<file path="src/rtl/sar_pkg.sv">
// Shared definitions for the SAR controller: FSM state encoding and the
// default resolution/timeout constants also used by clk_gen.
package sar_pkg;

  localparam int SAR_NUM_BITS    = 4;
  localparam int SAR_TIMEOUT_CYC = 15;

  typedef enum logic [2:0] {
    ST_IDLE   = 3'd0,
    ST_SAMPLE = 3'd1,
    ST_TRIAL  = 3'd2,
    ST_WAIT   = 3'd3,
    ST_DONE   = 3'd4
  } sar_state_t;

endpackage

</file>
<file path="src/rtl/sar_edge_det.sv">
// Rise/fall detector for the sample phase, built on a registered copy of
// the input so both strobes are valid in the same cycle the input moves.
module sar_edge_det (
  input  logic clk,
  input  logic reset,
  input  logic sig_i,
  output logic rise_o,
  output logic fall_o
);

  logic sig_q;

  // Previous-cycle copy of the sample phase
  always_ff @(posedge clk) begin
    if (reset) begin
      sig_q <= 1'b0;
    end else begin
      sig_q <= sig_i;
    end
  end

  assign rise_o = sig_i & ~sig_q;
  assign fall_o = ~sig_i & sig_q;

endmodule

</file>
<file path="src/rtl/sar_logic.sv">
// Successive-approximation controller: MSB-first binary search driven by
// clk_gen's sample phase. Define SAR_LOGIC_TIMEOUT_EN to add a comparator timeout.
module sar_logic
  import sar_pkg::*;
#(
  parameter int NUM_BITS    = SAR_NUM_BITS,
  parameter int TIMEOUT_CYC = SAR_TIMEOUT_CYC
) (
  input  logic                clk,
  input  logic                reset,
  input  logic                sample_i,
  input  logic                cmp_ready_i,
  input  logic                cmp_out_i,
  output logic                cmp_start_o,
  output logic [NUM_BITS-1:0] dac_code_o,
  output logic                busy_o,
  output logic [NUM_BITS-1:0] data_o,
  output logic                data_valid_o,
  output logic                overrun_o,
  output logic                timeout_o
);

  localparam int IDX_W = (NUM_BITS > 1) ? $clog2(NUM_BITS) : 1;
  localparam logic [NUM_BITS-1:0] MSB_CODE = {1'b1, {(NUM_BITS-1){1'b0}}};

  sar_state_t          state_q;
  logic [NUM_BITS-1:0] code_q;
  logic [NUM_BITS-1:0] data_q;
  logic [IDX_W-1:0]    idx_q;
  logic                cmp_start_q;
  logic                busy_q;
  logic                valid_q;
  logic                overrun_q;
  logic                timeout_q;

  logic                rise_s;
  logic                fall_s;
  logic                tmo_s;
  logic                resolve_s;
  logic                bit_val_s;
  logic [IDX_W-1:0]    idx_m1_s;

  function automatic logic [NUM_BITS-1:0] put_bit(input logic [NUM_BITS-1:0] code,
                                                  input logic [IDX_W-1:0]    pos,
                                                  input logic                val);
    logic [NUM_BITS-1:0] res;
    res      = code;
    res[pos] = val;
    return res;
  endfunction

  sar_edge_det u_edge (
    .clk    (clk),
    .reset  (reset),
    .sig_i  (sample_i),
    .rise_o (rise_s),
    .fall_o (fall_s)
  );

`ifdef SAR_LOGIC_TIMEOUT_EN
  localparam int CNT_W = $clog2(TIMEOUT_CYC + 1);
  logic [CNT_W-1:0] wait_cnt_q;

  // Counts WAIT cycles; cleared whenever the FSM is outside WAIT
  always_ff @(posedge clk) begin
    if (reset) begin
      wait_cnt_q <= '0;
    end else if (state_q == ST_WAIT) begin
      wait_cnt_q <= wait_cnt_q + CNT_W'(1);
    end else begin
      wait_cnt_q <= '0;
    end
  end

  // A real decision in the same cycle beats the timeout
  assign tmo_s = (state_q == ST_WAIT) && !cmp_ready_i &&
                 (wait_cnt_q == CNT_W'(TIMEOUT_CYC - 1));
`else
  assign tmo_s = 1'b0;
`endif

  assign resolve_s = cmp_ready_i | tmo_s;
  assign bit_val_s = cmp_ready_i & cmp_out_i;
  assign idx_m1_s  = idx_q - IDX_W'(1);

  // Conversion FSM with its code/index registers and registered outputs
  always_ff @(posedge clk) begin
    if (reset) begin
      state_q     <= ST_IDLE;
      code_q      <= '0;
      data_q      <= '0;
      idx_q       <= '0;
      cmp_start_q <= 1'b0;
      busy_q      <= 1'b0;
      valid_q     <= 1'b0;
      overrun_q   <= 1'b0;
      timeout_q   <= 1'b0;
    end else begin
      cmp_start_q <= 1'b0;
      valid_q     <= 1'b0;
      overrun_q   <= 1'b0;
      timeout_q   <= 1'b0;
      busy_q      <= 1'b1;
      case (state_q)
        ST_IDLE: begin
          code_q  <= '0;
          busy_q  <= rise_s;
          state_q <= rise_s ? ST_SAMPLE : ST_IDLE;
        end
        ST_SAMPLE: begin
          if (fall_s) begin
            state_q     <= ST_TRIAL;
            idx_q       <= IDX_W'(NUM_BITS - 1);
            code_q      <= MSB_CODE;
            cmp_start_q <= 1'b1;
          end else begin
            state_q <= ST_SAMPLE;
          end
        end
        ST_TRIAL: begin
          if (rise_s) begin
            state_q   <= ST_SAMPLE;
            code_q    <= '0;
            overrun_q <= 1'b1;
          end else begin
            state_q <= ST_WAIT;
          end
        end
        ST_WAIT: begin
          if (rise_s) begin
            state_q   <= ST_SAMPLE;
            code_q    <= '0;
            overrun_q <= 1'b1;
          end else if (resolve_s) begin
            timeout_q <= tmo_s;
            if (idx_q == '0) begin
              // The trial code is left as-is; only the result carries bit 0
              state_q <= ST_DONE;
              data_q  <= put_bit(code_q, idx_q, bit_val_s);
              valid_q <= 1'b1;
            end else begin
              state_q     <= ST_TRIAL;
              idx_q       <= idx_m1_s;
              code_q      <= put_bit(put_bit(code_q, idx_q, bit_val_s), idx_m1_s, 1'b1);
              cmp_start_q <= 1'b1;
            end
          end else begin
            state_q <= ST_WAIT;
          end
        end
        ST_DONE: begin
          code_q  <= '0;
          busy_q  <= rise_s;
          state_q <= rise_s ? ST_SAMPLE : ST_IDLE;
        end
        default: begin
          state_q <= ST_IDLE;
          code_q  <= '0;
          busy_q  <= 1'b0;
        end
      endcase
    end
  end

  assign cmp_start_o  = cmp_start_q;
  assign dac_code_o   = code_q;
  assign busy_o       = busy_q;
  assign data_o       = data_q;
  assign data_valid_o = valid_q;
  assign overrun_o    = overrun_q;
  assign timeout_o    = timeout_q;

endmodule

</file>
<file path="config.mk">
export PLATFORM = sky130hd
export DESIGN_NAME = sar_logic
export DESIGN_NICKNAME = d
export VERILOG_FILES = /design/src/rtl/sar_pkg.sv /design/src/rtl/sar_edge_det.sv /design/src/rtl/sar_logic.sv
export SDC_FILE = /design/constraint.sdc
export NUM_CORES = 1
export LEC_CHECK = 0
export CAP_MARGIN = 20
export CORE_MARGIN = 3
export CORE_UTILIZATION = 50
export CTS_BUF_LIST = sky130_fd_sc_hd__clkbuf_8 sky130_fd_sc_hd__clkbuf_16
export DETAILED_ROUTE_END_ITERATION = 6
export PLACE_DENSITY_LB_ADDON = 0.15
export SKIP_LAST_GASP = 1
export SLEW_MARGIN = 5
export SYNTH_ARGS = -nofsm -noshare
export SYNTH_HDL_FRONTEND = slang
export SYNTH_SLANG_ARGS = --single-unit
</file>
<file path="constraint.sdc">
create_clock -name clk -period 2.5 [get_ports clk]
set_clock_uncertainty 0.15 [all_clocks]
set_input_delay 0.5 -clock clk [delete_from_list [all_inputs] [get_ports clk]]
set_output_delay 0.5 -clock clk [all_outputs]
set_load 0.1 [all_outputs]
</file>
## Yosys cells after proc, flatten, opt, wreduce, memory -nomap -nowiden

Index checks and enable logic that the tools add are counted.

| word-level totals | value |
|---|---|
| flip-flop bits (word level) | 18 |
| bits of input ports | 5 |
| output and inout bits | 13 |
| logic and storage cells | 79 |

| cells by class | value |
|---|---|
| add/subtract/negate cells | 1 |
| magnitude comparators | 4 |
| equal/unequal tests | 11 |
| muxes and demuxes | 31 |
| bitwise logic cells | 10 |
| reduce and logical (&&, ||, !) cells | 13 |

Operator list:

| operator | number |
|---|---|
| 4-bit two-way mux | 5 |
| 2-bit two-way mux | 6 |
| 3-bit case mux with 4 select lines | 1 |
| 4-bit case mux with 3 select lines | 1 |
| 2-bit inequality test, second input constant | 5 |
| 1-bit two-way mux | 9 |
| 3-bit two-way mux | 3 |
| 4-bit AND reduction | 2 |
| 3-bit by 2-bit equality test with 1-bit output, second input constant | 2 |
| 2-bit by 3-bit < comparator with 1-bit output, second input constant | 2 |
| 3-bit inequality test, second input constant | 2 |
| 1-bit inverter | 6 |
| 2-bit OR reduction | 3 |
| 5-bit AND reduction | 1 |
| 4-bit bitwise mux | 1 |
| 1-bit demux with 2-bit select | 2 |
| 2-bit by 1-bit greater-or-equal comparator with 1-bit output, second input constant | 2 |
| 4-bit bitwise OR | 1 |
| 1-bit case mux with 2 select lines | 2 |
| 2-bit case mux with 2 select lines | 1 |
| 4-bit OR reduction | 1 |
| 1-bit bitwise AND | 3 |
| 3-bit by 1-bit equality test with 1-bit output, second input constant | 1 |
| 3-bit equality test, second input constant | 1 |
| other kinds (6) | 7 |

## Depth between registers and ports, before layout

| depth | value |
|---|---|
| depth in word-level cells | 10 |
| gate-level depth with buffers | 6 |
| gate-level depth less buffers | 6 |

## Modules after synthesis

A second synthesis with hierarchy kept.

| unflattened totals | value |
|---|---|
| cells, all modules | 101 |
| area total of the unflattened synthesis | 940.9 sq um |

By module, submodules not included:

| module | times used | cells each | area an instance (sq um) | seq. area each (sq um) |
|---|---|---|---|---|
| sar_logic | 1 | 97 | 902.1 | 340.3 |
| sar_edge_det | 1 | 4 | 38.8 | 20.0 |

## Least setup slack after synthesis

OpenSTA, ideal clock, no wires.

| path | value |
|---|---|
| path type | reg-to-reg |
| start | reg code_q[3], in the netlist dac_code_o[3] |
| end | reg data_q[3], in the netlist data_o[3] |
| setup time | 0.091 ns |
| arrival | 1.518 ns |
| data required time | 2.259 ns |
| slack | 0.741 ns |
| cell stages (with the launch flop) | 3 |
| path buffers | 0 |
| period minus slack after synthesis | 1.759 ns |
| cells stage by stage | dfxtp_1 > or2b_2 > a311oi_1 |

| on the way | value |
|---|---|
| longest elaborated chain between the ends | 1 |

RTL lines:

| element | RTL line | text |
|---|---|---|
| from (decl) | sar_logic.sv:27 | `logic [NUM_BITS-1:0] code_q;` |
| from (signal assigned) | sar_logic.sv:144 | `code_q <= put_bit(put_bit(code_q, idx_q, bit_val_s), idx_m1_s, 1'b1);` |
| 4-bit bitwise mux | sar_logic.sv:48 | `res[pos] = val;` |
| to (signal assigned) | sar_logic.sv:139 | `data_q <= put_bit(code_q, idx_q, bit_val_s);` |
| to (decl) | sar_logic.sv:28 | `logic [NUM_BITS-1:0] data_q;` |

Every way passes these cells.
A chain may end at the register's enable or synchronous reset.

## Worst setup path after layout

| path | value |
|---|---|
| start | in sample_i |
| end | reg code_q[3], in the netlist dac_code_o[3] |

| on the way | value |
|---|---|
| longest elaborated chain between the ends | 4 |
| elaborated cells on any way between the ends | 10 |
| those cells by class | eq/ne: 4; mux: 2; bitwise: 3; reduce/logical: 1 |

RTL lines:

| element | RTL line | text |
|---|---|---|
| from (decl) | sar_logic.sv:11 | `input logic sample_i,` |
| 1-bit inverter | sar_edge_det.sv:23 | `assign fall_o = ~sig_i & sig_q;` |
| 1-bit bitwise AND | sar_edge_det.sv:23 |  |
| 2-bit inequality test (no source line) | - |  |
| 4-bit AND reduction (no source line) | - |  |

Several ways; a longest one is shown, not always the timed one.

==> qor.log <==
INFO  clock_tree     cts-buffers-inserted=3
INFO  final_layout   area_growth_syn_to_layout=19.0%
INFO  power_and_ir_drop netSwitchingPower=0.182mW
INFO  clock_tree     postCtsHoldBufs=0
INFO  sta            fin_setup_tns=0ns
INFO  clock_tree     post-cts-setup-buffers=0
INFO  place          detailed_place_hpwl=1.38mm
INFO  logic_synthesis synth.lib_cells_used.distinct=36
INFO  power_and_ir_drop comb_power_frac=0.175
INFO  clock_tree     clock_tree_sinks=18
INFO  power_and_ir_drop cellLeakagePower=0.478nW
INFO  power_and_ir_drop power.share.clock=0.356
INFO  global_routing use_met1=0.216
INFO  floorplanning  io_pins=18
INFO  routing        drt-pass1-iter-count=4
INFO  worst_setup_path cp_endpoint_kind=flop
INFO  power_and_ir_drop total_power_of_the_final_layout=0.657mW
INFO  power_and_ir_drop vdd_drop_max=0.538mV
INFO  clock_tree     ctsHtreeMaxLevel=1
INFO  worst_setup_path critPathMaxFanout=6
INFO  power_and_ir_drop seq_power_share=0.469
INFO  sta            fmaxAchievable=0.520GHz
INFO  floorplanning  fp.dieW=50.0um
INFO  place          gp_congestion=0.787
INFO  worst_hold_path worstHoldEndpoint=dac_code_o[2]
INFO  logic_synthesis syn-num-nets=117
INFO  global_routing grt_antenna_before_repair=0
INFO  routing        detail-route-antenna-nets=0
INFO  routing        vias=801
INFO  sta            finalCritPeriodShare=0.770
INFO  final_layout   antenna_diode_count=0
INFO  logic_synthesis synth_enable_flop_cells=0
INFO  worst_setup_path critical_path.reg2reg.endpoint=dac_code_o[3]
INFO  run_status     status=finished clean
INFO  place          numPortBuffers=16
INFO  logic_synthesis yosysSeqAreaShare=0.373
INFO  global_routing busiest_layer=met2
INFO  final_layout   multi_input_comb_area=551um^2
INFO  logic_synthesis synthesis.area_per_instance=9.29um^2
INFO  routing        drtIter0Drc=16
INFO  worst_setup_path worst_ep_required_time=2.55ns
INFO  routing        route.final.wire_length=1.92mm
INFO  global_routing maximum_number_of_pins_on_one_net_before_global_route_repair=15
INFO  routing        detail_route.wl_per_cell=13.1um
INFO  floorplanning  fp-row-count=15
INFO  sta            worst_margin_slew=0.530ns
INFO  sta            final.min_clock_period=1.92ns
INFO  logic_synthesis syn_area=966um^2
INFO  worst_setup_path reg2reg_from=idx_q[0]
INFO  global_routing grt_util_all_layers=0.169
INFO  logic_synthesis ys_warn_count=0
INFO  worst_setup_path startpoint_type=input port
INFO  power_and_ir_drop power.share.switching=0.278
INFO  worst_hold_path hold_depth=2
INFO  logic_synthesis synthDominantCellAreaShare=0.373
INFO  clock_tree     cts-root-to-sink-buffers=2
INFO  global_routing first_pass_grt_wire_length=3.22mm
INFO  routing        via_density_per_instance=5.49
INFO  floorplanning  core_area=1780um^2
INFO  logic_synthesis yosys_register_bits=18
INFO  logic_synthesis ys_async_sr_fraction=0
INFO  clock_tree     cts.reportedPaths.clkPinSlew=0.07ns
INFO  worst_setup_path reg2regPathDepth=5
INFO  sta            finalHoldViolations=0
INFO  logic_synthesis synthesis.instances=104
INFO  worst_setup_path type_of_the_setup_path_with_the_least_slack=input port to flop
INFO  floorplanning  initial_standard_cell_utilization_of_the_core=0.542
INFO  global_routing global_route.overflow_total=0
INFO  clock_tree     worst_skew_pair.late_latency=0.25ns
INFO  logic_synthesis yosysTopAreaCell=sky130_fd_sc_hd__dfxtp_1
INFO  sta            report.final.setup_viol=0
INFO  worst_setup_path setup.reg_to_reg.worst_slack=0.65ns
INFO  sta            timing_max_transition_violations_final=0
INFO  logic_synthesis primary_ff_master_synth=sky130_fd_sc_hd__dfxtp_1
INFO  worst_hold_path min_from=dac_code_o[2]
INFO  worst_hold_path hold_path_class=flop to flop
INFO  final_layout   layout.filler_cells=155
INFO  final_layout   nNetsFinal=135
INFO  global_routing grt_pass1_vias=712
INFO  clock_tree     cts_resized=0
INFO  sta            worst_slew_margin_relative_to_its_limit=0.637
INFO  clock_tree     ctsRootBufferMaster=sky130_fd_sc_hd__clkbuf_8
INFO  final_layout   layout_cells_sized_above_1=0.215
INFO  final_layout   seqCellArea=360um^2
INFO  run            max_cap_violations=0
INFO  floorplanning  die_y=50.0um
INFO  worst_setup_path worst-endpoint-arrival=1.97ns
INFO  logic_synthesis ys_top_cells_by_area=sky130_fd_sc_hd__dfxtp_1, sky130_fd_sc_hd__ha_1, sky130_fd_sc_hd__nand2b_1
INFO  global_routing use_met3=0.0695
INFO  routing        drc_errors=0
INFO  floorplanning  design.die.area=2500um^2
INFO  global_routing grtUsageMet2=0.253
INFO  clock_tree     cts_tree=built
INFO  power_and_ir_drop cellPowerDensity=571nW/um^2
INFO  sta            setup_repair_after_global_routing_missed_its_margin=no
INFO  power_and_ir_drop internal_pwr_total=0.474mW
-- metrics by stage --
stage / setup slack (ns) / hold WS, ns / area [um^2] / cells / util
2_1_floorplan: 0.741 / 0.369 / 966 / 104 / -
3_5_place_dp: 0.332 / 0.318 / 1090 / 142 / 0.614
6_report: 0.576 / 0.331 / 1150 / 146 / 0.645
3_3_place_gp: 0.349 / 0.327 / 1090 / 142 / 0.614
5_1_grt: 0.467 / 0.352 / 1150 / 146 / 0.645
4_1_cts: 0.592 / 0.329 / 1150 / 146 / 0.645
-- power groups by stage --
| stage | combinational [mW] | clock, mW | sequential (mW) |
|---|---|---|---|
| after detailed placement | 0.113 | 0 | 0.314 |
| after global routing | 0.123 | 0.259 | 0.310 |
| after floorplan | 0.0576 | 0 | 0.342 |
| final | 0.115 | 0.234 | 0.308 |
| after CTS | 0.115 | 0.240 | 0.308 |
| after global placement | 0.113 | 0 | 0.314 |
-- synthesized netlist by cell type (3+ instances only) --
| cell | number |
|---|---|
| sky130_fd_sc_hd__nand2b_1 | 7 |
| sky130_fd_sc_hd__nand4_1 | 3 |
| sky130_fd_sc_hd__o21ai_1 | 3 |
| sky130_fd_sc_hd__a21oi_1 | 4 |
| sky130_fd_sc_hd__nor2_1 | 7 |
| sky130_fd_sc_hd__nor2b_1 | 4 |
| sky130_fd_sc_hd__ha_1 | 8 |
| sky130_fd_sc_hd__dfxtp_1 | 18 |
| sky130_fd_sc_hd__or2b_2 | 3 |
| sky130_fd_sc_hd__and3_1 | 3 |
| sky130_fd_sc_hd__o21ai_0 | 6 |
| sky130_fd_sc_hd__a211oi_1 | 3 |
| sky130_fd_sc_hd__nand2_1 | 5 |
-- routing by layer --
layer  vias up  part of all wire
met2        20              0.45
met5         -                 0
li1        407                 -
met4         0            0.0073
met1       372              0.49
met3         2             0.054
-- sequential cells by signal (all words and copies together), names as in the netlist --
name / count
dac_code_o: 4
data_o: 4
state_q: 3
idx_q: 2
busy_o: 1
cmp_start_o: 1
data_valid_o: 1
overrun_o: 1
u_edge.sig_q: 1
-- critical path: stages --
cell                              delay [ns]
sky130_fd_sc_hd__clkdlybuf4s50_1        0.48
sky130_fd_sc_hd__nor2b_2                0.22
sky130_fd_sc_hd__a2111oi_0              0.55
sky130_fd_sc_hd__o211a_1                0.23
-- cell type report --
cell class | count | share of cell area
clock buffer | 4 | 0.0479
multi-input combinational | 79 | 0.479
timing repair buffer | 18 | 0.126
inverter | 2 | 0.00653
sequential | 18 | 0.313
tap | 25 | 0.0272
-- worst max-delay path by stage --
stage                       start            end  slack [ns]  cells after the start
floorplan           dac_code_o[3]      data_o[3]        0.74                      2
global placement         sample_i  dac_code_o[3]        0.35                      5
finish                   sample_i  dac_code_o[3]        0.58                      4
detailed placement       sample_i  dac_code_o[3]        0.33                      5
global route             sample_i      data_o[3]        0.47                      5
CTS                      sample_i  dac_code_o[3]        0.59                      5
-- layout by cell type (no fill, tap or decap) --
| master | count |
|---|---|
| sky130_fd_sc_hd__o211a_1 | 1 |
| sky130_fd_sc_hd__o32ai_1 | 1 |
| sky130_fd_sc_hd__a31o_2 | 2 |
| sky130_fd_sc_hd__and4_2 | 1 |
| sky130_fd_sc_hd__o21ai_0 | 6 |
| sky130_fd_sc_hd__a2111oi_0 | 1 |
| sky130_fd_sc_hd__ha_1 | 8 |
| sky130_fd_sc_hd__and3_1 | 3 |
| sky130_fd_sc_hd__a21oi_1 | 4 |
| sky130_fd_sc_hd__o21ai_1 | 3 |
| sky130_fd_sc_hd__or2b_2 | 3 |
| sky130_fd_sc_hd__a31oi_1 | 2 |
| sky130_fd_sc_hd__nand2_1 | 5 |
| sky130_fd_sc_hd__a211oi_1 | 3 |
| sky130_fd_sc_hd__and3b_1 | 1 |
| sky130_fd_sc_hd__nand2b_1 | 7 |
| sky130_fd_sc_hd__a21boi_0 | 1 |
| sky130_fd_sc_hd__nor2_1 | 7 |
| sky130_fd_sc_hd__a311oi_1 | 2 |
| sky130_fd_sc_hd__o32a_1 | 1 |
| sky130_fd_sc_hd__nor2b_2 | 1 |
| sky130_fd_sc_hd__nor3b_1 | 1 |
| sky130_fd_sc_hd__or2_2 | 1 |
| sky130_fd_sc_hd__and4bb_1 | 1 |
| sky130_fd_sc_hd__buf_4 | 14 |
| sky130_fd_sc_hd__nand3_1 | 2 |
| sky130_fd_sc_hd__dfxtp_1 | 18 |
| sky130_fd_sc_hd__clkdlybuf4s50_1 | 4 |
| sky130_fd_sc_hd__and2b_1 | 1 |
| sky130_fd_sc_hd__inv_1 | 2 |
| sky130_fd_sc_hd__nor2b_1 | 4 |
| sky130_fd_sc_hd__nand4_1 | 3 |
| sky130_fd_sc_hd__conb_1 | 1 |
| sky130_fd_sc_hd__clkbuf_8 | 4 |
| sky130_fd_sc_hd__o2bb2ai_1 | 2 |
-- logic make-up after synthesis --
| group | Yosys count | synth area share |
|---|---|---|
| and+or+nand+nor | 41 | 0.258 |
| other | 1 | 0.00388 |
| buffers and inverters | 7 | 0.0570 |
| AOI/OAI and AO/OA | 29 | 0.205 |
| adders and majority gates | 8 | 0.104 |
| DFF | 18 | 0.373 |
Note: power is estimated with default switching activity, not from simulation.
